`src/rtl/rx_eth_frame_parser_pkg.sv`:
```
// ============================================================================
// rx_eth_frame_parser_pkg : shared types and constants for the Rx frame parser
// Revision 1.0
// ============================================================================
`default_nettype none

package rx_eth_frame_parser_pkg;

  localparam int MAC_ADDR_W   = 48;
  localparam int ETHER_TYPE_W = 16;
  localparam int FCS_BYTES    = 4;
  localparam int HDR_BYTES    = 14;
  localparam int PAY_CNT_W    = 11;

  typedef enum logic [2:0] {
    IDLE     = 3'd0,
    PREAMBLE = 3'd1,
    HEADER   = 3'd2,
    PAYLOAD  = 3'd3,
    DROP     = 3'd4
  } parser_state_t;

  typedef enum logic [1:0] {
    ERR_NONE     = 2'd0,
    ERR_INVALID  = 2'd1,
    ERR_TRUNC    = 2'd2,
    ERR_OVERSIZE = 2'd3
  } frame_err_t;

  // Counter increment that sticks at all-ones instead of wrapping.
  function automatic logic [PAY_CNT_W-1:0] sat_inc(input logic [PAY_CNT_W-1:0] v);
    return (v == {PAY_CNT_W{1'b1}}) ? v : v + {{(PAY_CNT_W-1){1'b0}}, 1'b1};
  endfunction

endpackage

`default_nettype wire

```
`src/rtl/rx_eth_frame_parser_fcs_strip_buffer.sv`:
```
// ============================================================================
// fcs_strip_buffer : (FCS_BYTES+1)-deep byte shift register with fill count
// Revision 1.0
// ============================================================================
`default_nettype none

module fcs_strip_buffer
  import rx_eth_frame_parser_pkg::*;
#(
  parameter int DATA_W = 8,
  parameter int DEPTH  = FCS_BYTES + 1,
  parameter int FILL_W = $clog2(DEPTH + 1)
) (
  input  logic              clk,
  input  logic              rst,
  input  logic              shift_i,
  input  logic              pop_i,
  input  logic              flush_i,
  input  logic [DATA_W-1:0] data_i,
  output logic [DATA_W-1:0] oldest_o,
  output logic [FILL_W-1:0] fill_o
);

  logic [DEPTH-1:0][DATA_W-1:0] mem_q;
  logic [FILL_W-1:0]            fill_q;

  // Oldest entry is only meaningful while the buffer is full; that is the
  // only time the parser reads it.
  assign oldest_o = mem_q[DEPTH-1];
  assign fill_o   = fill_q;

  always_ff @(posedge clk) begin
    if (!rst) begin
      mem_q  <= '0;
      fill_q <= '0;
    end else begin
      if (shift_i) begin
        mem_q <= {mem_q[DEPTH-2:0], data_i};
      end
      if (flush_i) begin
        fill_q <= '0;
      end else if (shift_i && !pop_i) begin
        if (fill_q != FILL_W'(DEPTH)) begin
          fill_q <= fill_q + FILL_W'(1);
        end
      end else if (pop_i && !shift_i && (fill_q != '0)) begin
        fill_q <= fill_q - FILL_W'(1);
      end
    end
  end

endmodule

`default_nettype wire

```
`src/rtl/rx_eth_frame_parser.sv`:
```
// ============================================================================
// rx_eth_frame_parser : header capture, FCS-stripped payload stream, aborts
// Revision 1.0
// ============================================================================
`default_nettype none

module rx_eth_frame_parser
  import rx_eth_frame_parser_pkg::*;
#(
  parameter int DATA_W      = 8,
  parameter int FCS_BYTES   = 4,
  parameter int MAX_PAYLOAD = 1500
) (
  input  logic                    clk,
  input  logic                    rst,
  input  logic [DATA_W-1:0]       rx_data_i,
  input  logic                    rx_data_valid_i,
  input  logic                    is_preamble_or_sfd_i,
  input  logic                    is_dst_mac_i,
  input  logic                    is_src_mac_i,
  input  logic                    is_ether_type_i,
  input  logic                    is_payload_or_crc_i,
  input  logic                    invalid_frame_i,
  output logic [MAC_ADDR_W-1:0]   dst_mac_o,
  output logic [MAC_ADDR_W-1:0]   src_mac_o,
  output logic [ETHER_TYPE_W-1:0] ether_type_o,
  output logic                    header_valid_o,
  output logic [DATA_W-1:0]       payload_data_o,
  output logic                    payload_valid_o,
  output logic                    payload_sop_o,
  output logic                    payload_eop_o,
  output logic                    payload_err_o,
  output logic                    frame_error_o,
  output logic [1:0]              error_code_o
);

  localparam int                   BUF_DEPTH = FCS_BYTES + 1;
  localparam int                   FILL_W    = $clog2(BUF_DEPTH + 1);
  localparam int                   HDR_W     = HDR_BYTES * DATA_W;
  localparam logic [3:0]           HDR_LAST  = 4'(HDR_BYTES - 1);
  localparam logic [PAY_CNT_W-1:0] PAY_LIMIT = PAY_CNT_W'(MAX_PAYLOAD + FCS_BYTES);

  parser_state_t          state_q, state_d;
  logic [3:0]             hdr_cnt_q, hdr_cnt_d;
  logic [HDR_W-1:0]       hdr_sh_q, hdr_sh_d;
  logic [PAY_CNT_W-1:0]   pay_cnt_q, pay_cnt_d;
  logic                   sop_sent_q, sop_sent_d;

  logic [MAC_ADDR_W-1:0]   dst_mac_q, dst_mac_d;
  logic [MAC_ADDR_W-1:0]   src_mac_q, src_mac_d;
  logic [ETHER_TYPE_W-1:0] ether_type_q, ether_type_d;
  logic                    header_valid_q, header_valid_d;
  logic [DATA_W-1:0]       pay_data_q, pay_data_d;
  logic                    pay_valid_q, pay_valid_d;
  logic                    pay_sop_q, pay_sop_d;
  logic                    pay_eop_q, pay_eop_d;
  logic                    pay_err_q, pay_err_d;
  logic                    frame_error_q, frame_error_d;
  frame_err_t              error_code_q, error_code_d;

  logic                    err_det;
  frame_err_t              err_kind;
  logic                    hdr_take;
  logic                    hdr_done;
  logic                    pay_shift;
  logic                    norm_end;
  logic                    hdr_flag_ok;
  logic                    buf_full;
  logic                    emit_norm;
  logic [DATA_W-1:0]       buf_oldest;
  logic [FILL_W-1:0]       buf_fill;

  fcs_strip_buffer #(
    .DATA_W (DATA_W),
    .DEPTH  (BUF_DEPTH),
    .FILL_W (FILL_W)
  ) u_fcs_buf (
    .clk      (clk),
    .rst      (rst),
    .shift_i  (pay_shift),
    .pop_i    (norm_end),
    .flush_i  (err_det | hdr_done),
    .data_i   (rx_data_i),
    .oldest_o (buf_oldest),
    .fill_o   (buf_fill)
  );

  assign buf_full    = (buf_fill == FILL_W'(BUF_DEPTH));
  assign hdr_flag_ok = (hdr_cnt_q < 4'd6)  ? is_dst_mac_i :
                       (hdr_cnt_q < 4'd12) ? is_src_mac_i : is_ether_type_i;

  always_ff @(posedge clk) begin
    if (!rst) begin
      state_q <= IDLE;
    end else begin
      state_q <= state_d;
    end
  end

  always_comb begin
    state_d   = state_q;
    err_det   = 1'b0;
    err_kind  = ERR_NONE;
    hdr_take  = 1'b0;
    hdr_done  = 1'b0;
    pay_shift = 1'b0;
    norm_end  = 1'b0;
    unique case (state_q)
      IDLE: begin
        if (rx_data_valid_i) begin
          state_d = is_preamble_or_sfd_i ? PREAMBLE : DROP;
        end
      end
      PREAMBLE: begin
        if (invalid_frame_i) begin
          err_det = 1'b1; err_kind = ERR_INVALID;
        end else if (!rx_data_valid_i) begin
          err_det = 1'b1; err_kind = ERR_TRUNC;
        end else if (is_dst_mac_i) begin
          state_d  = HEADER;
          hdr_take = 1'b1;
        end else if (!is_preamble_or_sfd_i) begin
          err_det = 1'b1; err_kind = ERR_TRUNC;
        end
      end
      HEADER: begin
        if (invalid_frame_i) begin
          err_det = 1'b1; err_kind = ERR_INVALID;
        end else if (!rx_data_valid_i || !hdr_flag_ok) begin
          err_det = 1'b1; err_kind = ERR_TRUNC;
        end else begin
          hdr_take = 1'b1;
          if (hdr_cnt_q == HDR_LAST) begin
            hdr_done = 1'b1;
            state_d  = PAYLOAD;
          end
        end
      end
      PAYLOAD: begin
        // The count is checked registered, so the byte that crosses the
        // limit still pushes one normal beat before the abort.
        if (invalid_frame_i) begin
          err_det = 1'b1; err_kind = ERR_INVALID;
        end else if (pay_cnt_q > PAY_LIMIT) begin
          err_det = 1'b1; err_kind = ERR_OVERSIZE;
        end else if (!rx_data_valid_i) begin
          if (buf_full) begin
            norm_end = 1'b1;
            state_d  = IDLE;
          end else begin
            err_det = 1'b1; err_kind = ERR_TRUNC;
          end
        end else if (!is_payload_or_crc_i) begin
          err_det = 1'b1; err_kind = ERR_TRUNC;
        end else begin
          pay_shift = 1'b1;
        end
      end
      DROP: begin
        if (!rx_data_valid_i) begin
          state_d = IDLE;
        end
      end
      default: state_d = IDLE;
    endcase
    // An error seen while valid is already low has found the inter-frame
    // gap, so skip DROP and be ready for a frame starting next cycle.
    if (err_det) begin
      state_d = rx_data_valid_i ? DROP : IDLE;
    end
  end

  assign emit_norm = (pay_shift && buf_full) || norm_end;

  always_comb begin
    hdr_sh_d  = hdr_sh_q;
    hdr_cnt_d = hdr_cnt_q;
    pay_cnt_d = pay_cnt_q;
    if (hdr_take) begin
      hdr_sh_d  = {hdr_sh_q[HDR_W-DATA_W-1:0], rx_data_i};
      hdr_cnt_d = hdr_cnt_q + 4'd1;
    end
    if (state_d != HEADER) begin
      hdr_cnt_d = '0;
    end
    if (hdr_done) begin
      pay_cnt_d = '0;
    end else if (pay_shift) begin
      pay_cnt_d = sat_inc(pay_cnt_q);
    end

    header_valid_d = hdr_done;
    dst_mac_d      = dst_mac_q;
    src_mac_d      = src_mac_q;
    ether_type_d   = ether_type_q;
    if (hdr_done) begin
      dst_mac_d    = hdr_sh_d[ETHER_TYPE_W+MAC_ADDR_W +: MAC_ADDR_W];
      src_mac_d    = hdr_sh_d[ETHER_TYPE_W +: MAC_ADDR_W];
      ether_type_d = hdr_sh_d[0 +: ETHER_TYPE_W];
    end

    pay_data_d  = '0;
    pay_valid_d = 1'b0;
    pay_sop_d   = 1'b0;
    pay_eop_d   = 1'b0;
    pay_err_d   = 1'b0;
    if (err_det && sop_sent_q) begin
      pay_valid_d = 1'b1;
      pay_eop_d   = 1'b1;
      pay_err_d   = 1'b1;
    end else if (emit_norm) begin
      pay_valid_d = 1'b1;
      pay_data_d  = buf_oldest;
      pay_sop_d   = !sop_sent_q;
      pay_eop_d   = norm_end;
    end
    sop_sent_d = (state_d == PAYLOAD) && (sop_sent_q || emit_norm);

    frame_error_d = err_det;
    error_code_d  = err_det ? err_kind : error_code_q;
  end

  always_ff @(posedge clk) begin
    if (!rst) begin
      hdr_sh_q       <= '0;
      hdr_cnt_q      <= '0;
      pay_cnt_q      <= '0;
      sop_sent_q     <= 1'b0;
      dst_mac_q      <= '0;
      src_mac_q      <= '0;
      ether_type_q   <= '0;
      header_valid_q <= 1'b0;
      pay_data_q     <= '0;
      pay_valid_q    <= 1'b0;
      pay_sop_q      <= 1'b0;
      pay_eop_q      <= 1'b0;
      pay_err_q      <= 1'b0;
      frame_error_q  <= 1'b0;
      error_code_q   <= ERR_NONE;
    end else begin
      hdr_sh_q       <= hdr_sh_d;
      hdr_cnt_q      <= hdr_cnt_d;
      pay_cnt_q      <= pay_cnt_d;
      sop_sent_q     <= sop_sent_d;
      dst_mac_q      <= dst_mac_d;
      src_mac_q      <= src_mac_d;
      ether_type_q   <= ether_type_d;
      header_valid_q <= header_valid_d;
      pay_data_q     <= pay_data_d;
      pay_valid_q    <= pay_valid_d;
      pay_sop_q      <= pay_sop_d;
      pay_eop_q      <= pay_eop_d;
      pay_err_q      <= pay_err_d;
      frame_error_q  <= frame_error_d;
      error_code_q   <= error_code_d;
    end
  end

  assign dst_mac_o       = dst_mac_q;
  assign src_mac_o       = src_mac_q;
  assign ether_type_o    = ether_type_q;
  assign header_valid_o  = header_valid_q;
  assign payload_data_o  = pay_data_q;
  assign payload_valid_o = pay_valid_q;
  assign payload_sop_o   = pay_sop_q;
  assign payload_eop_o   = pay_eop_q;
  assign payload_err_o   = pay_err_q;
  assign frame_error_o   = frame_error_q;
  assign error_code_o    = error_code_q;

endmodule

`default_nettype wire
```
`config.mk`:
```
export PLATFORM = sky130hd
export DESIGN_NAME = rx_eth_frame_parser
export DESIGN_NICKNAME = d
export VERILOG_FILES = /design/src/rtl/rx_eth_frame_parser_pkg.sv /design/src/rtl/rx_eth_frame_parser_fcs_strip_buffer.sv /design/src/rtl/rx_eth_frame_parser.sv
export SDC_FILE = /design/constraint.sdc
export NUM_CORES = 1
export LEC_CHECK = 0
export CAP_MARGIN = 0
export CORE_UTILIZATION = 49
export DETAILED_ROUTE_END_ITERATION = 6
export PLACE_DENSITY = 0.77
export SYNTH_ARGS = -nofsm -noshare
export SYNTH_HDL_FRONTEND = slang
export SYNTH_SLANG_ARGS = --single-unit
```
`constraint.sdc`:
```
create_clock -name clk -period 2.7 [get_ports clk]
set_clock_uncertainty 0.2 [all_clocks]
set_input_delay 0.54 -clock clk [delete_from_list [all_inputs] [get_ports clk]]
set_output_delay 0.54 -clock clk [all_outputs]
set_load 0.05 [all_outputs]
```
-- Yosys cells after proc, flatten, opt, wreduce, memory -nomap -nowiden
Cells that the tools add are included.
W data, S select, Z words.
- flip-flop bits (word level): 302
- bits in latches: 0
- RAM bits: 0
- ROM bits: 0
- word-level logic and storage cells: 138
- memories kept: 0
- add/subtract/negate cells: 4
- multiply operators: 0
- div/mod/pow operators: 0
- order comparisons: 3
- equality and inequality tests: 11
- shift operators: 0
- multiplexer cells: 71
- bitwise logic cells: 4
- reduce and logical (&&, ||, !) cells: 23
- operators by type and width (operator ; number):
    $mux W112 ; 1
    $mux W3 ; 18
    $mux W1 ; 37
    $mux W2 ; 11
    $pmux W3 S5 ; 1
    $add A11 B1 Y11 const B ; 1
    $eq A11 B11 Y1 const B ; 1
    $gt A11 B11 Y1 const B ; 1
    $eq A3 B2 Y1 const B ; 3
    $eq A3 B3 Y1 const B ; 2
    $logic_and A1 B1 Y1 ; 6
    $pmux W2 S3 ; 1
    $reduce_or A2 Y1 ; 3
    $logic_not A1 Y1 ; 5
    $add A4 B1 Y4 const B ; 1
    $eq A4 B4 Y1 const B ; 1
    $lt A4 B3 Y1 const B ; 1
    $lt A4 B4 Y1 const B ; 1
    $reduce_and A2 Y1 ; 2
    $add A3 B1 Y3 const B ; 1
    $eq A3 B1 Y1 const B ; 1
    $logic_not A3 Y1 ; 1
    $logic_or A1 B1 Y1 ; 3
    $ne A3 B2 Y1 const B ; 1
    10 further kinds ; 12

-- Depth between registers and ports, before layout
- word-level depth: 11
- mapped depth: 12

-- By module
Synthesis repeated with hierarchy kept, for this count alone.
- cells, all modules: 1303
- area, all modules: 10925.5 µm²
- modules (own cells, without submodules) (module ; times used ; cells an instance ; area an instance (µm²)):
    rx_eth_frame_parser ; 1 ; 1134 ; 9098.7
    fcs_strip_buffer ; 1 ; 169 ; 1826.8

-- Worst setup path after synthesis
OpenSTA, ideal clock, no wires.
- path type: register to register
- from: register pay_cnt_q[0]
- to: register u_fcs_buf.fill_q[2] (netlist: u_fcs_buf.fill_o[2])
- arrival: 2.749 ns
- required time: 2.422 ns
- setup slack: -0.326 ns
- stages on the path, launching flop included: 13
- period minus slack after synthesis: 3.026 ns
- cells stage by stage: dfxtp_1 -> inv_1 -> ha_1 -> or4b_4 -> a21o_1 -> a211oi_4 -> inv_2 -> clkbuf_1 -> fa_1 -> xnor2_1 -> nand2_1 -> xor2_1 -> nor3_1
- word-level cells in the longest chain between the ends: 9
- ends and longest elaborated chain (what ; RTL line ; source):
    from (decl) ; rx_eth_frame_parser.sv:46 ; logic [PAY_CNT_W-1:0] pay_cnt_q, pay_cnt_d;
    from (signal assigned) ; rx_eth_frame_parser.sv:243 ; pay_cnt_q <= pay_cnt_d;
    $gt A11 B11 Y1 * ; rx_eth_frame_parser.sv:144 ; end else if (pay_cnt_q > PAY_LIMIT) begin
    $mux W1 ; rx_eth_frame_parser.sv:144 ;
    $mux W1 ; rx_eth_frame_parser.sv:142 ; if (invalid_frame_i) begin
    $mux W1 ; rx_eth_frame_parser.sv:108 ; unique case (state_q)
    $logic_not A1 Y1 ; rx_eth_frame_parser_fcs_strip_buffer.sv:46 ; end else if (pop_i && !shift_i && (fill_q != '0)) begin
    $logic_and A1 B1 Y1 (2 in series) ; rx_eth_frame_parser_fcs_strip_buffer.sv:46 ;
    $reduce_bool A2 Y1 (no source line) ; n/a ;
    $reduce_and A2 Y1 (no source line) ; n/a ;
    to (signal assigned) ; rx_eth_frame_parser_fcs_strip_buffer.sv:44 ; fill_q <= fill_q + FILL_W'(1);
    to (signal assigned) ; rx_eth_frame_parser_fcs_strip_buffer.sv:47 ; fill_q <= fill_q - FILL_W'(1);
    to (decl) ; rx_eth_frame_parser_fcs_strip_buffer.sv:25 ; logic [FILL_W-1:0] fill_q;
Mark *: on every way between the ends. The rest lies on a longest branch, timed or not.
A chain may end at the register's enable or synchronous reset.

-- Worst setup path after layout
- from: register pay_cnt_q[1]
- to: register u_fcs_buf.fill_q[2] (netlist: u_fcs_buf.fill_o[2])
Same word-level chain as after synthesis.

==> results.md <==
| Parameter | Value |
|:---|:---|
| Synth Area in Adders | 0.667% |
| Starting Density | 49.9% |
| Storage cell area | 5890 sq um |
| IR drop worst, VDD | 0.000517 V |
| Startpoint type of the worst setup path | register |
| Design Power | 8.47 mW |
| First-pass GRT wire length | 39400 um |
| Critical path peak fanout | 4 |
| Run status | complete, but fails checks |
| Total overflow reported by the global router | 0 |
| Final worst path period share | 100% |
| Cell at the slowest stage of the critical path | sky130_fd_sc_hd__or4b_4 |
| Clk_lat worst skew | 530 ps |
| Fraction of the mapped netlist area in simple logic gates | 23.3% |
| Count of buffers from port buffering | 144 |
| Number of vias in the routed layout | 8929 |
| Violated checks | design-rule violations, negative setup slack |
| Leading area contributor after synthesis | sky130_fd_sc_hd__dfxtp_1 |
| Number of buffers inserted to repair setup after CTS | 0 |
| Number of synthesized register bits | 294 |
| Compound-Gate Fraction of Synth Area | 15.1% |
| Num rows | 53 |
| Pre-CTS WS | -207 ps |
| Most used flip-flop cell after synthesis | sky130_fd_sc_hd__dfxtp_1 |
| Average via count per standard cell | 5.13 |
| Final slew viol count | 0 |
| Average cell area after synthesis | 7.95 sq um |
| Post-detailed-route DRC marker count | 2 |
| Largest cells by area after synthesis | sky130_fd_sc_hd__dfxtp_1 (56%), sky130_fd_sc_hd__nand2_1 (19%), sky130_fd_sc_hd__a21oi_1 (13%), sky130_fd_sc_hd__clkbuf_1 (2.6%), sky130_fd_sc_hd__nor2_1 (0.89%) |
| Combinational family with the most area after synthesis | simple AND/OR/NAND/NOR gates |
| Syn Nets | 1343 |
| Fill cells | 1807 |
| Clock-pin slew of the registers on the worst-case setup and hold paths | 60 ps |
| Max Freq | 0.370 GHz |
| Data required time of the worst path | 2950 ps |
| Placed Cells | 1689 |
| DP Wirelength | 15200 um |
| Crit-path most repeated cell | sky130_fd_sc_hd__inv_2 |
| Max transition margin | 60.9% |
| Die Ht | 148 um |
| Area of the multi-input gates | 4250 sq um |
| Share of the synthesized area in the top cell type | 56.1% |
| Cell at the root of the clock tree | sky130_fd_sc_hd__clkbuf_16 |
| CTS H-tree depth | 1 |
| Die extent in x | 148 um |
| Total power per unit cell area | 633 nW/um^2 |
| CTS tree | done |
| Share of final-layout standard cells stronger than drive strength 1 | 7.23% |
| Cell-by-cell listing of the critical path | inv_2 > ha_4 > or4b_4 > a21o_4 > a211oi_4 > inv_2 > fa_2 > xnor2_1 > nand2_1 > xor2_1 > nor3_1 |
| Gr usage total | 21.5% |
| Path type of the worst setup path | reg2reg |
| Nets@finish | 1467 |
| Multiplexer share of the synthesized area | 0.0953% |
| Cell area after synthesis | 10500 sq um |
| Vias in the first global route | 8160 |
| Leakage power of the design | 4.42 nW |
| Core region area | 21000 sq um |
| Clk sinks | 294 |
| Wirelength per Cell | 13.7 um |
| Count of routing violations after the opening detailed-route iteration | 478 |
| Max incr delay on CP | 480 ps |
| Max_cap viols | 0 |
| Die area | 22000 sq um |
| Total detailed-routing wirelength | 23900 um |
| Final Hold Viols | 0 |
| Antenna fix cells | 0 |
| Largest net degree at the start of global routing | 106 |
| Count of boundary I/O pins | 145 |
| Count of nets left with antenna violations after detail routing | 0 |
| Nature of the critical path endpoint | register |
| Post-layout worst setup margin | -2.33 ps |
| Area growth from synthesis to layout | 27.5% |
| Class of the tightest hold or removal check | reg2reg |
| Final-report setup violation count | 1 |
| Post-layout instance count excluding filler cells | 1741 |
| Sequential element share of the synthesized area | 56.1% |
| RD Place Congestion | 0.856 |
| Inserted Clock Buffers | 29 |
| Post-synthesis xor/xnor area fraction | 1.08% |
| Final total negative setup slack | -2.33 ps |
| Async set-or-reset flop fraction in the synthesized netlist | 0% |
| Antenna violations before repair | 0 |
| RSZ-0062 raised after global routing | yes |
| Cells after Synth | 1321 |
| Clk buf depth | 3 |
| Yosys warning count | 0 |
| Pin slew with the least headroom to its limit | 585 ps |
| DRT Pass-1 Iters | 7 |
| Worst endpoint data arrival time | 2950 ps |
| Count of different cell masters after synthesis | 48 |
| Min Tclk post-route | 2700 ps |
| Number of enable-type register cells in the synthesized netlist | 0 |
-- flip-flops by register name, indices dropped and copies added, names as in the netlist, 2 cells and up --
signal              count
hdr_sh_q              104
dst_mac_o              48
src_mac_o              48
u_fcs_buf.mem_q        32
ether_type_o           16
pay_cnt_q              11
payload_data_o          8
u_fcs_buf.oldest_o      8
hdr_cnt_q               4
state_q                 3
u_fcs_buf.fill_o        3
error_code_o            2
-- kinds of logic after synthesis --
group	count (synthesis)
simple gates	607
flops	294
buf+inv	101
fa+ha+maj	5
mux	1
compound gates	300
xor+xnor	13
-- layer usage --
metal | track usage [%] | part of all wire [%] | vias to the layer above
met1 | 29.3 | 45 | 4158
met3 | 3.62 | 5.8 | 27
met4 | 4.95 | 1.2 | 0
met2 | 35.6 | 48 | 218
met5 | 0 | 0 | -
li1 | - | - | 4526
-- layout make-up --
class | count | area share [%]
repair buffers | 185 | 14.3
inverters | 9 | 0.308
multi-input cells | 926 | 31.8
well taps | 275 | 2.57
clock inverters | 9 | 0.617
flip-flops and latches | 294 | 44.0
clock buffers | 43 | 6.49
-- repair_timing --
item,CTS,global route
hold buffers,0,0
endpoints found under the setup margin,2,9
gates resized for setup,1,8
-- per-stage QoR --
step                util (%)  hold slack [ps]  instance area [sq um]
finish                  63.7              243                  13400
global route            63.7              264                  13400
CTS                     63.5              251                  13400
detailed placement      59.0              242                  12400
global placement        59.0              236                  12400
floorplan                  -              230                  10500
-- critical path: cells and delay by family, from the launching register on --
kind | cells | cell delay, ps
xor+xnor | 2 | 300
flops | 1 | 330
buf+inv | 2 | 170
fa+ha+maj | 2 | 460
compound gates | 2 | 480
simple gates | 3 | 680
-- path summary, 6_finish.rpt --
check	from	to	slack (ps)	cells after the start
worst min register to register	u_fcs_buf.oldest_o[5]	payload_data_o[5]	240	1
worst min-delay path	u_fcs_buf.oldest_o[5]	payload_data_o[5]	240	1
worst max register to register	pay_cnt_q[1]	u_fcs_buf.fill_o[2]	-2	11
worst max-delay path	pay_cnt_q[1]	u_fcs_buf.fill_o[2]	-2	11
-- synthesized netlist by cell type, types with 2 or more instances --
| master | count |
|---|---|
| sky130_fd_sc_hd__or2_2 | 2 |
| sky130_fd_sc_hd__nand2b_1 | 2 |
| sky130_fd_sc_hd__buf_2 | 15 |
| sky130_fd_sc_hd__nor2_1 | 25 |
| sky130_fd_sc_hd__nand4_1 | 5 |
| sky130_fd_sc_hd__a21o_1 | 4 |
| sky130_fd_sc_hd__a211oi_1 | 5 |
| sky130_fd_sc_hd__o2111ai_1 | 2 |
| sky130_fd_sc_hd__inv_2 | 2 |
| sky130_fd_sc_hd__nand3_1 | 4 |
| sky130_fd_sc_hd__clkbuf_1 | 72 |
| sky130_fd_sc_hd__nor3b_1 | 2 |
| sky130_fd_sc_hd__and4_1 | 2 |
| sky130_fd_sc_hd__nor3_1 | 5 |
| sky130_fd_sc_hd__a21oi_1 | 271 |
| sky130_fd_sc_hd__o21ai_0 | 6 |
| sky130_fd_sc_hd__and3_1 | 3 |
| sky130_fd_sc_hd__nand2_1 | 529 |
| sky130_fd_sc_hd__ha_1 | 4 |
| sky130_fd_sc_hd__xnor2_1 | 8 |
| sky130_fd_sc_hd__inv_1 | 7 |
| sky130_fd_sc_hd__and2_1 | 14 |
| sky130_fd_sc_hd__nor2b_1 | 5 |
| sky130_fd_sc_hd__dfxtp_1 | 294 |
| sky130_fd_sc_hd__o21a_1 | 2 |
| sky130_fd_sc_hd__xor2_1 | 5 |
| sky130_fd_sc_hd__buf_1 | 5 |
-- layout by cell type (no fill, tap or decap), types with 6 or more instances in the layout --
master,instances
sky130_fd_sc_hd__dfxtp_1,292
sky130_fd_sc_hd__buf_4,27
sky130_fd_sc_hd__clkbuf_16,29
sky130_fd_sc_hd__and2_1,13
sky130_fd_sc_hd__o21ai_0,6
sky130_fd_sc_hd__xnor2_1,8
sky130_fd_sc_hd__nand2_1,528
sky130_fd_sc_hd__a21oi_1,271
sky130_fd_sc_hd__buf_12,12
sky130_fd_sc_hd__clkbuf_8,10
sky130_fd_sc_hd__clkdlybuf4s50_1,144
sky130_fd_sc_hd__nor2_1,25
-- report_power, final --
group	switching [mW]	total, mW	internal (mW)
Sequential	0.00408	4.35	4.34
Combinational	0.134	0.204	0.0696
Clock	1.60	3.92	2.31
Note: power is estimated with default switching activity, not from simulation.
